[config.mk]
export PLATFORM = sky130hd
export DESIGN_NAME = scalar_exwb_stage
export DESIGN_NICKNAME = d
export VERILOG_FILES = /design/src/rtl/qtpa_pkg.sv /design/src/rtl/exwb_skid_buf.sv /design/src/rtl/scalar_exwb_stage.sv
export SDC_FILE = /design/constraint.sdc
export NUM_CORES = 1
export LEC_CHECK = 0
export CORE_ASPECT_RATIO = 1.2
export CORE_MARGIN = 10
export CORE_UTILIZATION = 25
export DETAILED_ROUTE_END_ITERATION = 10
export GPL_ROUTABILITY_DRIVEN = 0
export GPL_TIMING_DRIVEN = 0
export PLACE_DENSITY = 0.56
export SKIP_CTS_REPAIR_TIMING = 1
export SLEW_MARGIN = 20
export SYNTH_ARGS = -nofsm -noshare
export SYNTH_HDL_FRONTEND = slang
export SYNTH_SLANG_ARGS = --single-unit
[constraint.sdc]
create_clock -name clk -period 2 [get_ports clk]
set_input_delay 0.2 -clock clk [delete_from_list [all_inputs] [get_ports clk]]
set_output_delay 0.2 -clock clk [all_outputs]
set_load 0.02 [all_outputs]
[src/rtl/qtpa_pkg.sv]
// Shared scalar-pipe types: opcode enum, EX/WB entry payload and op classification helpers.
package qtpa_pkg;

  localparam int unsigned DATA_WIDTH = 32;
  localparam int unsigned RF_ADDR_W  = 4;
  localparam int unsigned FLAGS_W    = 3;

  typedef enum logic [4:0] {
    OP_NOP     = 5'd0,
    OP_ADD_IMM = 5'd1,
    OP_ADD_REG = 5'd2,
    OP_SUB_IMM = 5'd3,
    OP_SUB_REG = 5'd4,
    OP_AND_IMM = 5'd5,
    OP_AND_REG = 5'd6,
    OP_OR_IMM  = 5'd7,
    OP_OR_REG  = 5'd8,
    OP_MOV_IMM = 5'd9,
    OP_MOV_REG = 5'd10,
    OP_SHL_IMM = 5'd11,
    OP_SHL_REG = 5'd12,
    OP_SHR_IMM = 5'd13,
    OP_SHR_REG = 5'd14,
    OP_CMP_IMM = 5'd15,
    OP_CMP_REG = 5'd16,
    OP_LCSET   = 5'd17,
    OP_BRANCH  = 5'd18,
    OP_LOAD    = 5'd19,
    OP_STORE   = 5'd20,
    OP_HALT    = 5'd21
  } op_t;

  localparam int unsigned OP_COUNT = 22;

  typedef struct packed {
    op_t                   op;
    logic [DATA_WIDTH-1:0] result;
    logic                  z;
    logic                  c;
    logic                  v;
    logic [RF_ADDR_W-1:0]  rd;
  } exwb_entry_t;

  // Arithmetic/logic/move/shift ops produce a register result.
  function automatic logic op_writes_rd(op_t op);
    return op inside {OP_ADD_IMM, OP_ADD_REG, OP_SUB_IMM, OP_SUB_REG,
                      OP_AND_IMM, OP_AND_REG, OP_OR_IMM,  OP_OR_REG,
                      OP_MOV_IMM, OP_MOV_REG, OP_SHL_IMM, OP_SHL_REG,
                      OP_SHR_IMM, OP_SHR_REG};
  endfunction

  // Compares update flags without writing a register.
  function automatic logic op_sets_flags(op_t op);
    return op_writes_rd(op) || (op inside {OP_CMP_IMM, OP_CMP_REG});
  endfunction

  function automatic logic op_is_lcset(op_t op);
    return op == OP_LCSET;
  endfunction

endpackage

[src/rtl/exwb_skid_buf.sv]
// Generic 2-entry valid/ready skid buffer: main entry is the output register, skid absorbs one overflow.
// SCALAR_EXWB_FWD_EN additionally exposes the skid payload for hazard forwarding.
module exwb_skid_buf #(
  parameter type payload_t = logic
) (
  input  logic     clk,
  input  logic     rst_n,
  input  logic     flush,
  input  logic     in_valid,
  output logic     in_ready,
  input  payload_t in_data,
  input  logic     out_ready,
  output logic     out_valid,
  output payload_t out_data,
  output logic     skid_valid
`ifdef SCALAR_EXWB_FWD_EN
  ,
  output payload_t skid_data
`endif
);

  logic     main_valid_q, main_valid_d;
  logic     skid_valid_q, skid_valid_d;
  payload_t main_q, main_d;
  payload_t skid_q, skid_d;
  logic     pop;
  logic     push;

  assign in_ready = ~skid_valid_q;
  assign pop      = main_valid_q & out_ready & ~flush;
  assign push     = in_valid & ~skid_valid_q & ~flush;

  // Next-state: refill main from skid first so ordering is preserved.
  always_comb begin
    main_valid_d = main_valid_q;
    skid_valid_d = skid_valid_q;
    main_d       = main_q;
    skid_d       = skid_q;
    if (flush) begin
      main_valid_d = 1'b0;
      skid_valid_d = 1'b0;
    end else if (!main_valid_q || pop) begin
      if (skid_valid_q) begin
        main_d       = skid_q;
        main_valid_d = 1'b1;
        skid_valid_d = 1'b0;
      end else if (push) begin
        main_d       = in_data;
        main_valid_d = 1'b1;
      end else begin
        main_valid_d = 1'b0;
      end
    end else if (push) begin
      skid_d       = in_data;
      skid_valid_d = 1'b1;
    end
  end

  always_ff @(posedge clk or negedge rst_n) begin
    if (!rst_n) begin
      main_valid_q <= 1'b0;
      skid_valid_q <= 1'b0;
      main_q       <= '0;
      skid_q       <= '0;
    end else begin
      main_valid_q <= main_valid_d;
      skid_valid_q <= skid_valid_d;
      main_q       <= main_d;
      skid_q       <= skid_d;
    end
  end

  assign out_valid  = main_valid_q;
  assign out_data   = main_q;
  assign skid_valid = skid_valid_q;
`ifdef SCALAR_EXWB_FWD_EN
  assign skid_data  = skid_q;
`endif

endmodule

[src/rtl/scalar_exwb_stage.sv]
// EX/WB stage: buffers ALU results and performs RF write, flags update and LCSET at commit.
// SCALAR_EXWB_FWD_EN adds fwd_valid/fwd_rd/fwd_data for the decode hazard unit.
module scalar_exwb_stage
  import qtpa_pkg::*;
#(
  parameter int unsigned REG_ADDR_W = RF_ADDR_W,
  parameter int unsigned FWD_DEPTH  = 2
) (
  input  logic                  clk,
  input  logic                  rst_n,
  input  logic                  in_valid,
  output logic                  in_ready,
  input  op_t                   in_op,
  input  logic [DATA_WIDTH-1:0] in_result,
  input  logic                  in_flag_zero,
  input  logic                  in_flag_carry,
  input  logic                  in_flag_ovf,
  input  logic [REG_ADDR_W-1:0] in_rd,
  input  logic                  flush,
  input  logic                  rf_ready,
  output logic                  rf_we,
  output logic [REG_ADDR_W-1:0] rf_waddr,
  output logic [DATA_WIDTH-1:0] rf_wdata,
  output logic                  lc_we,
  output logic [DATA_WIDTH-1:0] lc_wdata,
  output logic [FLAGS_W-1:0]    flags_q,
`ifdef SCALAR_EXWB_FWD_EN
  output logic [FWD_DEPTH-1:0]            fwd_valid,
  output logic [FWD_DEPTH*REG_ADDR_W-1:0] fwd_rd,
  output logic [FWD_DEPTH*DATA_WIDTH-1:0] fwd_data,
`endif
  output logic                  busy
);

  exwb_entry_t        in_entry;
  exwb_entry_t        main_entry;
  logic               main_valid;
  logic               skid_valid;
  logic               commit;
  logic [FLAGS_W-1:0] flags_d;
  logic [FWD_DEPTH-1:0] entry_valid;

  always_comb begin
    in_entry        = '0;
    in_entry.op     = in_op;
    in_entry.result = in_result;
    in_entry.z      = in_flag_zero;
    in_entry.c      = in_flag_carry;
    in_entry.v      = in_flag_ovf;
    in_entry.rd     = RF_ADDR_W'(in_rd);
  end

`ifdef SCALAR_EXWB_FWD_EN
  exwb_entry_t skid_entry;
`endif

  exwb_skid_buf #(
    .payload_t (exwb_entry_t)
  ) u_skid (
    .clk        (clk),
    .rst_n      (rst_n),
    .flush      (flush),
    .in_valid   (in_valid),
    .in_ready   (in_ready),
    .in_data    (in_entry),
    .out_ready  (rf_ready),
    .out_valid  (main_valid),
    .out_data   (main_entry),
    .skid_valid (skid_valid)
`ifdef SCALAR_EXWB_FWD_EN
    ,
    .skid_data  (skid_entry)
`endif
  );

  // Side effects happen only in the cycle the main entry retires.
  assign commit   = main_valid & rf_ready & ~flush;
  assign rf_we    = commit & op_writes_rd(main_entry.op) & (main_entry.rd != '0);
  assign rf_waddr = REG_ADDR_W'(main_entry.rd);
  assign rf_wdata = main_entry.result;
  assign lc_we    = commit & op_is_lcset(main_entry.op);
  assign lc_wdata = main_entry.result;

  always_comb begin
    flags_d = flags_q;
    if (commit && op_sets_flags(main_entry.op)) begin
      flags_d = {main_entry.z, main_entry.c, main_entry.v};
    end
  end

  always_ff @(posedge clk or negedge rst_n) begin
    if (!rst_n) begin
      flags_q <= '0;
    end else begin
      flags_q <= flags_d;
    end
  end

  assign entry_valid = FWD_DEPTH'({skid_valid, main_valid});
  assign busy        = |entry_valid;

`ifdef SCALAR_EXWB_FWD_EN
  localparam int unsigned FWD_RD_W   = FWD_DEPTH * REG_ADDR_W;
  localparam int unsigned FWD_DATA_W = FWD_DEPTH * DATA_WIDTH;

  // Index 0 is the older (main) entry, index 1 the younger (skid) entry.
  assign fwd_valid = FWD_DEPTH'({
    skid_valid & op_writes_rd(skid_entry.op) & (skid_entry.rd != '0),
    main_valid & op_writes_rd(main_entry.op) & (main_entry.rd != '0)});
  assign fwd_rd    = FWD_RD_W'({REG_ADDR_W'(skid_entry.rd), REG_ADDR_W'(main_entry.rd)});
  assign fwd_data  = FWD_DATA_W'({skid_entry.result, main_entry.result});
`endif

endmodule

== Yosys cells after proc, flatten, opt, wreduce, memory -nomap -nowiden ==
Index checks and enable logic that the tools add are counted.

* Multiplexer cells: 9
* Bitwise logic cells: 10
* Equality and inequality tests: 17
* Reductions and logical operators: 13

{| class="wikitable"
|+ Operators with widths
! kind !! count
|-
| 44-bit 2-to-1 mux || 2
|-
| 5-bit by 4-bit == test with 1-bit output (second input constant) || 8
|-
| 5-bit by 3-bit == test with 1-bit output (second input constant) || 4
|-
| 14-bit nonzero test || 1
|-
| 5-bit by 2-bit == test with 1-bit output (second input constant) || 2
|-
| 5-bit == test (second input constant) || 2
|-
| 1-bit AND || 7
|-
| 1-bit 2-to-1 mux || 7
|-
| 3-bit AND reduction || 2
|-
| 2-bit nonzero test || 3
|-
| 5-bit by 1-bit == test with 1-bit output (second input constant) || 1
|-
| 4-bit nonzero test || 1
|-
| 1-bit NOT || 3
|-
| 3-bit nonzero test || 1
|-
| 1-bit logical OR || 2
|-
| 2-bit OR reduction || 1
|-
| 1-bit logical AND || 1
|-
| 1-bit zero test || 1
|}

* Output and inout bits: 75
* Register bits: 93
* Input bits: 49

== Depth between registers and ports, before layout ==
* Depth after elaboration: 7
* Depth in mapped cells: 4
* Depth with buffers taken out: 3

== Hierarchy ==
Synthesis repeated with hierarchy kept, for this count alone.

* Cell total of the unflattened synthesis: 294
* Area, all modules: 4398.0 sq um

{| class="wikitable"
|+ Modules (own cells, without submodules)
! module !! sequential area each (sq um) !! instances !! cells each !! area an instance (sq um)
|-
| exwb_skid_buf || 2252.2 || 1 || 244 || 3952.5
|-
| scalar_exwb_stage || 75.1 || 1 || 50 || 445.4
|}

== Worst setup path before layout ==
No wires, ideal clock.

* Path type: reg-to-reg
* Start point: register u_skid.main_q, in the netlist u_skid.out_data[40]
* End point: register flags_q[0]
* Cell stages (with the launch flop): 4
* Path buffers: 0
* Setup slack: 0.415 ns
* Clock period less this slack: 1.585 ns
* Setup time: 0.125 ns
* Arrival: 1.460 ns
* Cell sequence: dfrtp_1 nor4_1 mux2i_1 mux2_2

* Cells in the longest elaborated chain, start to end: 4
* Elaborated cells on any way between the ends: 20
* Those cells by class: 16 x eq/ne; 4 x reduce/logical

{| class="wikitable"
|+ RTL lines
! item !! line !! RTL
|-
| from (decl) || exwb_skid_buf.sv:24 || <nowiki>payload_t main_q, main_d;</nowiki>
|-
| from (signal assigned) || exwb_skid_buf.sv:68 || <nowiki>main_q <= main_d;</nowiki>
|-
| 5-bit by 1-bit == test with 1-bit output, or another cell as far along || qtpa_pkg.sv:46 || <nowiki>return op inside {OP_ADD_IMM, OP_ADD_REG, OP_SUB_IMM, OP_SUB_REG,</nowiki>
|-
| 14-bit nonzero test / 2-bit nonzero test (equally long branches) || qtpa_pkg.sv:46, qtpa_pkg.sv:54 ||
|-
| 1-bit logical OR (*) || qtpa_pkg.sv:54 || <nowiki>return op_writes_rd(op) || (op inside {OP_CMP_IMM, OP_CMP_REG});</nowiki>
|-
| 1-bit logical AND (*) || scalar_exwb_stage.sv:86 || <nowiki>if (commit && op_sets_flags(main_entry.op)) begin</nowiki>
|-
| to (signal assigned) || scalar_exwb_stage.sv:95 || <nowiki>flags_q <= flags_d;</nowiki>
|-
| to (decl) || scalar_exwb_stage.sv:26 || <nowiki>output logic [FLAGS_W-1:0] flags_q,</nowiki>
|}

Every way passes the cells marked *; elsewhere a longest branch is shown, timed or not.
A chain may end at the register's enable or synchronous reset.

== Worst setup path in the final report ==
* Start point: register u_skid.skid_valid_q, in the netlist u_skid.skid_valid
* End point: output port busy

* Cells in the longest elaborated chain, start to end: 1

{| class="wikitable"
|+ RTL lines
! item !! line !! RTL
|-
| from (decl) || exwb_skid_buf.sv:23 || <nowiki>logic skid_valid_q, skid_valid_d;</nowiki>
|-
| from (signal assigned) || exwb_skid_buf.sv:67 || <nowiki>skid_valid_q <= skid_valid_d;</nowiki>
|-
| 2-bit OR reduction || scalar_exwb_stage.sv:100 || <nowiki>assign busy = |entry_valid;</nowiki>
|-
| to (decl) || scalar_exwb_stage.sv:32 || <nowiki>output logic busy</nowiki>
|}

No other way between the ends.

==> out/results.tsv <==
stage	metric	value	unit
sta	final-setup-viol-count	0	
sta	slew_headroom	47.8	%
logic_synthesis	synth_area_leaders	dfrtp_1 (51%), mux2_2 (32%), buf_4 (12%)	
finish	antenna_cells	0	
grt	grt_max_degree	49	
logic_synthesis	yosysMostFrequentCell	mux2_2	
finish	nNetsFinal	514	
logic_synthesis	synth_area_per_cell	13.9	um^2
job	cap_violations	0	
critical_path	required	1.80	ns
run_status	status	complete, no violations	
finish	final_core_util	35.6	%
cts	clkSlewWorstSetupHoldPaths	0.06	ns
route	viasPerCell	4.19	
grt	grt_use_total	9.62	%
route	drcViolationCount	0	
logic_synthesis	synth-edff-count	0	
pwr	p_sw_share	27.6	%
floorplan	die_w	144	um
cts	cts_buffers	9	
critical_path	path_buf_inv	3	
finish	fin_area	6440	um^2
critical_path	worst_r2r_path_depth	3	
finish	final_layout_size_suffix_gt1_share	48.4	%
placement	post-dp-hpwl	8.28	mm
critical_path	r2r_slack	0.16	ns
critical_path	cp_slowest_cell	dfrtp_1	
sta	clock.fmax	536	MHz
sta	tightest_slew	0.783	ns
logic_synthesis	synth_seq_area_share	50.8	%
logic_synthesis	synth_top_area_share	50.8	%
floorplan	die_area	24200	um^2
cts	htreeDepth	3	
sta	skew	0.00373	ns
cts	cts_sinks	93	
floorplan	num_rows	54	
sta	fin_crit_sh	93.2	%
route	wl_per_cell	16.3	um
pwr	power_frac_clock	27.1	%
logic_synthesis	yosysTopAreaCell	dfrtp_1	
logic_synthesis	synth_nets	378	
worst_hold_path	hp-class	primary input to asynchronous set/reset pin	
route	drtIter0Drc	50	
sta	hold_viol	0	
critical_path	critPathKind	register to output port	
grt	overflow	0	
critical_path	max_stage_delay	0.40	ns
route	wl	11.3	mm
logic_synthesis	synth_compound_area_share	0.191	%
logic_synthesis	synthFlopType	dfrtp_1	
critical_path	r2r_end	flags_q[2]	
logic_synthesis	synthAdderAreaFrac	0	%
pwr	power_frac_seq	40.3	%
logic_synthesis	synth_top_family_by_area	multiplexers	
cts	cts_tree	yes	
critical_path	r2r-start	u_skid.out_data[40]	
critical_path	cp_top_family	buffers and inverters	
grt	grt_pass1_vias	3296	
logic_synthesis	yosys.area_share.xor_xnor	0	%
logic_synthesis	synth_simple_gate_area_share	2.81	%
placement	dp.cells	677	
floorplan	io_pins	124	
sta	drv_slew	0	
critical_path	end_kind	output port	
floorplan	fp.dieH	168	um
route	antenna_left	0	
pwr	p_leak	2.78	nW
grt	antenna_found_initial	0	
pwr	vdd_drop_max	376	uV
placement	port_buffers	123	
logic_synthesis	ys_types	22	
logic_synthesis	synth-seq-cells	93	
placement	place_area	6120	um^2
route	vias	2901	
sta	rsz0062_at_grt	no	
logic_synthesis	ys_warn_count	0	
critical_path	cp_num_cells	4	
critical_path	crit_top_cell	buf_4	
finish	area_growth	40.6	%
logic_synthesis	synth_async_sr_flop_share	100	%
critical_path	cp_data_arrival_time	1.66	ns
pwr	p_sw	1.76	mW
sta	period_needed	1.86	ns
cts	clk_path_buf_depth	2	
critical_path	cp-start-kind	register	
logic_synthesis	netlist_area	4580	um^2
critical_path	worst-path-max-fanout	10	
logic_synthesis	yosys-mux-area-fraction	33.4	%
logic_synthesis	syn_inst	329	
floorplan	core-area	18100	um^2
pwr	comb_power_share	32.5	%
floorplan	initial_core_util	25.3	%
pwr	power.internal	4.61	mW
finish	fin_cells	693	
logic_synthesis	synth_common_cells	mux2_2 (129), dfrtp_1 (93), buf_4 (72)	
pwr	power_density	988	nW/um^2
route	first_pass_iters	4	
cts	clk_latency	0.34	ns
critical_path	cp_cell_sequence	buf_4 > buf_4 > or2_2 > dlymetal6s2s_1	
grt	grt_pass1_wl	17.6	mm
cts	root_buffer	clkbuf_16	
layout make-up:
class / count / area (um^2)
well taps: 224 / 280
flip-flops and latches: 93 / 2330
plain buffers: 81 / 589
clock buffers: 14 / 264
inverters: 1 / 3.75
multi-input cells: 154 / 1670
clock inverters: 1 / 30.0
repair buffers: 125 / 1280
fillers: 1785 / 11700
per-layer routing:
| layer | global-route usage [%] | routed length [um] | vias up |
|---|---|---|---|
| li1 | - | - | 1359 |
| met1 | 10.7 | 4660 | 1444 |
| met2 | 15.4 | 5360 | 87 |
| met3 | 4.59 | 1070 | 11 |
| met4 | 4.00 | 192 | 0 |
| met5 | 0 | 0 | - |
power groups by stage:
stage          clock network (mW)  registers, mW  logic, mW
6_report                     1.73           2.57       2.07
4_1_cts                      1.81           2.57       2.12
5_1_grt                      1.90           2.62       2.22
3_5_place_dp                    0           2.60       2.11
3_3_place_gp                    0           2.58       2.07
2_1_floorplan                   0           2.56       1.23
layout by cell type (no fill, tap or decap), types with 3 or more instances in the layout:
cell             synthesis  routed
mux2_2                 129     129
clkdlybuf4s50_1          0     118
dfrtp_1                 93      93
buf_4                   72      74
clkbuf_16                0       9
buf_2                    8       6
mux2_1                   6       6
clkbuf_1                 1       4
dlymetal6s2s_1           0       4
nor2_1                   3       3
worst max-delay path by stage:
stage,startpoint,endpoint
floorplan,u_skid.out_data[40],flags_q[0]
global placement,rst_n,u_skid.skid_q[8]
detailed placement,flush,rf_we
CTS,u_skid.skid_valid,busy
global route,u_skid.skid_valid,busy
finish,u_skid.skid_valid,busy
metrics by stage:
| stage | setup slack (ns) | hold slack, ns | TNS [ns] | power [mW] |
|---|---|---|---|---|
| global placement | -2.90 | 0.465 | -272.27 | 4.64 |
| CTS | -0.393 | -0.212 | -0.995 | 6.50 |
| finish | 0.136 | 0.346 | 0 | 6.36 |
| global route | 0.0195 | 0.380 | 0 | 6.74 |
| detailed placement | -0.215 | 0.171 | -4.21 | 4.71 |
| floorplan | 0.415 | -0.0956 | 0 | 3.79 |
cells by family after synthesis:
kind of cell / Yosys count
AOI/OAI and AO/OA: 1
buffers and inverters: 82
DFF: 93
muxes: 136
and+or+nand+nor: 17
worst register-to-register path, stage by stage, from the launching register on:
cell and delay (ns):
dfrtp_1 0.41, nor4_1 0.44, mux2i_1 0.50, mux2_2 0.39
registers in the layout, indices dropped and copies added (netlist names):
register,cells
u_skid.out_data,44
u_skid.out_valid,1
u_skid.skid_valid,1
flags_q,3
u_skid.skid_q,44
(Power assumes the default switching activity.)
